**src/rtl/display_scan_controller.sv**
```systemverilog
// display_scan_controller
// Scans an 8-digit common-anode 7-segment display. Each digit slot is
// BLANK_CYCLES dark cycles followed by CLK_DIV lit cycles. Frames are
// double-buffered: a shadow frame loaded over valid/ready is copied to the
// active frame only at the frame boundary, so the display never shows a torn
// frame.
// Optional: define DISPLAY_LEADING_ZERO_BLANK_EN to blank leading zero digits.
//
// state | meaning
// ------+--------------------------------------------------
// BLANK | anti-ghosting gap at slot start, segments dark
// LIT   | current digit index k driven with its pattern
module display_scan_controller #(
    parameter int CLK_DIV      = 50000,
    parameter int BLANK_CYCLES = 2,
    parameter int CNT_W        = 16
) (
    input  logic        clk,
    input  logic        rst,
    input  logic        enable,
    input  logic        load_valid,
    output logic        load_ready,
    input  logic [31:0] load_data,
    input  logic [7:0]  load_dp,
    output logic [2:0]  index,
    output logic [7:0]  segments,
    output logic        frame_tick
);

    typedef enum logic {BLANK = 1'b0, LIT = 1'b1} state_t;

    localparam logic [CNT_W-1:0] BLANK_LAST = CNT_W'(BLANK_CYCLES - 1);
    localparam logic [CNT_W-1:0] LIT_LAST   = CNT_W'(CLK_DIV - 1);

    state_t           state, state_nx;
    logic [CNT_W-1:0] cnt, cnt_nx;
    logic [2:0]       k, k_nx;

    logic [31:0] active_data, shadow_data;
    logic [7:0]  active_dp, shadow_dp;
    logic        pending;

    logic        frame_end;
    logic        commit;
    logic [3:0]  nibble;
    logic [6:0]  glyph;
    logic        digit_blank;
    logic [7:0]  seg_nx;

    // State register: scan position within the frame
    always_ff @(posedge clk) begin
        if (rst) begin
            state <= BLANK;
            cnt   <= '0;
            k     <= '0;
        end else begin
            state <= state_nx;
            cnt   <= cnt_nx;
            k     <= k_nx;
        end
    end

    // Next-state logic: blank gap, then lit period, then advance digit
    always_comb begin
        state_nx = state;
        cnt_nx   = cnt + 1'b1;
        k_nx     = k;
        if (!enable) begin
            state_nx = BLANK;
            cnt_nx   = '0;
            k_nx     = '0;
        end else begin
            case (state)
                BLANK: begin
                    if (cnt == BLANK_LAST) begin
                        state_nx = LIT;
                        cnt_nx   = '0;
                    end
                end
                LIT: begin
                    if (cnt == LIT_LAST) begin
                        state_nx = BLANK;
                        cnt_nx   = '0;
                        k_nx     = k + 3'd1;
                    end
                end
                default: begin
                    state_nx = BLANK;
                    cnt_nx   = '0;
                end
            endcase
        end
    end

    // Output logic: segment pattern for the next registered output
    always_comb begin
        nibble = active_data[{k, 2'b00} +: 4];
        case (nibble)
            4'h0: glyph = 7'h3F;
            4'h1: glyph = 7'h06;
            4'h2: glyph = 7'h5B;
            4'h3: glyph = 7'h4F;
            4'h4: glyph = 7'h66;
            4'h5: glyph = 7'h6D;
            4'h6: glyph = 7'h7D;
            4'h7: glyph = 7'h07;
            4'h8: glyph = 7'h7F;
            4'h9: glyph = 7'h6F;
            4'hA: glyph = 7'h77;
            4'hB: glyph = 7'h7C;
            4'hC: glyph = 7'h39;
            4'hD: glyph = 7'h5E;
            4'hE: glyph = 7'h79;
            default: glyph = 7'h71;
        endcase
`ifdef DISPLAY_LEADING_ZERO_BLANK_EN
        // Digit 0 always shows; a lit dp keeps its digit visible.
        digit_blank = (k != 3'd0) && !active_dp[k]
                      && ((active_data >> {k, 2'b00}) == 32'd0);
`else
        digit_blank = 1'b0;
`endif
        if (enable && state == LIT && !digit_blank)
            seg_nx = ~{active_dp[k], glyph};
        else
            seg_nx = 8'hFF;
        frame_end = enable && state == LIT && k == 3'd7 && cnt == LIT_LAST;
        // Disabled display has no frame boundary, so commit freely.
        commit    = frame_end || !enable;
    end

    // Registered outputs: index and segments move on the same edge
    always_ff @(posedge clk) begin
        if (rst) begin
            segments <= 8'hFF;
            index    <= '0;
        end else begin
            segments <= seg_nx;
            index    <= enable ? k : 3'd0;
        end
    end

    // Frame buffers: shadow captured on handshake, copied at commit
    always_ff @(posedge clk) begin
        if (rst) begin
            active_data <= '0;
            active_dp   <= '0;
            shadow_data <= '0;
            shadow_dp   <= '0;
            pending     <= 1'b0;
        end else if (commit && pending) begin
            active_data <= shadow_data;
            active_dp   <= shadow_dp;
            pending     <= 1'b0;
        end else if (load_valid && !pending) begin
            shadow_data <= load_data;
            shadow_dp   <= load_dp;
            pending     <= 1'b1;
        end
    end

    assign load_ready = ~pending;
    assign frame_tick = frame_end & ~rst;

endmodule

```
**config.mk**
```make
export PLATFORM = sky130hd
export DESIGN_NAME = display_scan_controller
export DESIGN_NICKNAME = d
export VERILOG_FILES = /design/src/rtl/display_scan_controller.sv
export SDC_FILE = /design/constraint.sdc
export NUM_CORES = 1
export LEC_CHECK = 0
export BUFFER_PORTS_ARGS = -buffer_cell sky130_fd_sc_hd__buf_2
export CORE_MARGIN = 1
export CORE_UTILIZATION = 52
export DETAILED_ROUTE_END_ITERATION = 16
export GPL_ROUTABILITY_DRIVEN = 0
export PLACE_DENSITY_LB_ADDON = 0.1
export SLEW_MARGIN = 10
export SYNTH_ARGS = -nofsm -noshare
export SYNTH_HDL_FRONTEND = slang
export SYNTH_SLANG_ARGS = --single-unit
```
**constraint.sdc**
```tcl
create_clock -name clk -period 4.1 [get_ports clk]
set_input_delay 0.41 -clock clk [delete_from_list [all_inputs] [get_ports clk]]
set_output_delay 0.41 -clock clk [all_outputs]
set_load 0.02 [all_outputs]
```
==> flow_metrics.tcl <==
set metrics [dict create \
    cts_setup_buffers 0 \
    endpoint_kind "flop" \
    postRouteWirelength_um 9810 \
    p_leak_nw 1.890 \
    port_buffers 56 \
    hpwl_um 6542 \
    ant_nets 0 \
    fin_crit_sh_pct 68.35 \
    whs_path_depth 3 \
    slew_headroom_pct 44.86 \
    synth_seq_cells 112 \
    dp_cells 675 \
    dieArea_um2 9412 \
    cts-htree-levels 3 \
    pre_cts_slack_ns 1.265 \
    n_antenna_cell 0 \
    drt-initial-drc-count 185 \
    drv_cap 0 \
    ys_types 41 \
    hold_class "input port to flop" \
    clk_pin_slew_worst_paths_ns 0.11 \
    multi_input_comb_area_um2 2241 \
    status "finished clean" \
    syn_inst 545 \
    core_um2 8721 \
    synth_top_cell_by_area "dfxtp_1" \
    fill_cells 792 \
    vias_per_cell 5.517 \
    grt_max_degree 83 \
    finClkSkew_ns 0.01245 \
    peakVddDrop_v 0.0002189 \
    cp_max_fo 15 \
    rsz0062_at_grt "false" \
    vias 3812 \
    seqCellArea_um2 2242 \
    post_cts_resized 0 \
    numCtsBuffers 9 \
    use_met3_pct 4.191 \
    cts_hold_buf 0 \
    antenna_found_initial 0 \
    cp.required_ns 4.33 \
    initial_utilization_pct 53.83 \
    track_usage_pct 21.61 \
    crit_arrival_ns 3.03 \
    drtPass1Iterations 5 \
    r2r_cells 6 \
    slew_violations 0 \
    dieHeight_um 97.02 \
    path_class "flop to flop" \
    whs_endpoint "shadow_data[18]$_SDFFE_PP0P_" \
    area_growth_pct 10.07 \
    use_met1_pct 31.06 \
    setup_violations 0 \
    drive_above_1_share_pct 16.12 \
    synth_area_per_cell_um2 8.614 \
    synth-main-ff-cell "dfxtp_1" \
    tightest_slew_ns 0.8271 \
    grt_pass1_wl_um 16810 \
    r2r_slack_ns 1.30 \
    min_from "load_data[18]" \
    io_pins 57 \
    cts-root-buf "clkbuf_8" \
    gr-usage-met2_pct 32.77 \
    synthTopCellsByArea "dfxtp_1 (48%), a21oi_1 (9.0%), nand2_1 (7.3%)" \
    rows 34 \
    synth.most_common_cell "dfxtp_1" \
    wl_per_cell_um 14.20 \
    fin_crit_ns 2.802 \
    power_per_cell_area_nw_per_um2 371.2 \
    die_w_um 97.02 \
    syn_area_um2 4695 \
    hold_viol_final 0 \
    nets 632 \
    r2r-end "segments[0]$_SDFF_PP1_" \
    synth_top_area_share_pct 47.76 \
    start_kind "flop" \
    synth_common_cells "dfxtp_1 (112), nand2_1 (91), a21oi_1 (84)" \
    synth_nets 599 \
    setup_ws_ns 1.298 \
    holdWs_ns 0.2737 \
    synth_warnings 0 \
    busiest_layer "met2" \
    clock-sinks 112 \
    fmax_mhz 356.8 \
    synth_edf_count 0 \
    timing.rr.start "k[0]$_SDFFE_PP0P_" \
    grt.overflow.total 0 \
    clock_path_buffers 2 \
    post-route-drc-count 0 \
    grt_pass1_vias 3467 \
    fin_tns_setup_ns 0 \
    ys_seq_area_share_pct 47.76 \
    insertion_delay_ns 0.36 \
    cts_tree "done" \
    instances_no_fill 691 \
    async_reset_ff_share_pct 0 \
]
flip-flops by register name (all words and copies together), names as in the netlist:
register / cells
shadow_dp: 8
cnt: 16
shadow_data: 32
index: 3
pending: 1
k: 3
active_dp: 8
active_data: 32
state: 1
segments: 8
critical path, cell delays in order, from the launching register on:
cell      delay (ns)
dfxtp_1         0.84
mux4_2          0.59
mux2i_1         0.37
inv_1           0.18
ha_1            0.29
a211oi_1        0.29
o31ai_1         0.11
kinds of logic after synthesis:
| logic type | after synthesis | synth area share, % |
|---|---|---|
| muxes | 23 | 7.116 |
| xor gates and xnor gates | 15 | 2.799 |
| buffers and inverters | 48 | 4.557 |
| and+or+nand+nor | 197 | 19.27 |
| adders and majority gates | 10 | 2.665 |
| AOI/OAI and AO/OA | 140 | 15.83 |
| DFF | 112 | 47.76 |
metrics by stage:
| stage | utilization [%] | cell area, µm² | power [mW] |
|---|---|---|---|
| final | 59.25 | 5167 | 1.918 |
| after global routing | 59.25 | 5167 | 2.005 |
| after CTS | 59.25 | 5167 | 1.937 |
| after detailed placement | 57.03 | 4974 | 1.287 |
| after global placement | 57.03 | 4974 | 1.284 |
| after floorplan | - | 4695 | 1.241 |
worst max-delay path by stage:
| stage | startpoint | endpoint | cells past startpoint |
|---|---|---|---|
| 6_report | k[0]$_SDFFE_PP0P_ | segments[0]$_SDFF_PP1_ | 6 |
| 5_1_grt | k[0]$_SDFFE_PP0P_ | segments[0]$_SDFF_PP1_ | 6 |
| 4_1_cts | k[0]$_SDFFE_PP0P_ | segments[3]$_SDFF_PP1_ | 7 |
| 3_5_place_dp | k[0]$_SDFFE_PP0P_ | segments[3]$_SDFF_PP1_ | 7 |
| 3_3_place_gp | k[0]$_SDFFE_PP0P_ | segments[3]$_SDFF_PP1_ | 7 |
| 2_1_floorplan | k[0]$_SDFFE_PP0P_ | segments[0]$_SDFF_PP1_ | 8 |
final cells by class:
cell class,count,share of cell area [%]
Sequential cell,112,43.39
Multi-Input combinational cell,385,43.37
Timing Repair Buffer,62,6.295
Tap cell,108,2.615
Clock buffer,10,2.470
Clock inverter,6,1.283
Inverter,8,0.5811
placed cells by master (no fill, tap or decap), drive strengths merged, types with 12 or more instances in the layout:
cell	instances
dfxtp	112
buf	62
nand3	50
nand2	91
nor2	26
a21oi	84
mux2i	12
o21ai	42
layer usage:
| metal | vias to the layer above | part of all wire, % |
|---|---|---|
| met5 | - | 0 |
| met4 | 0 | 1.2 |
| met3 | 10 | 5.1 |
| met2 | 90 | 45 |
| met1 | 1763 | 49 |
| li1 | 1949 | - |
power breakdown:
part | switching (mW) | internal (mW)
Clock | 0.369 | 0.287
Combinational | 0.0783 | 0.0467
Sequential | 0.0176 | 1.12
Power figures use the tool's default switching activity.
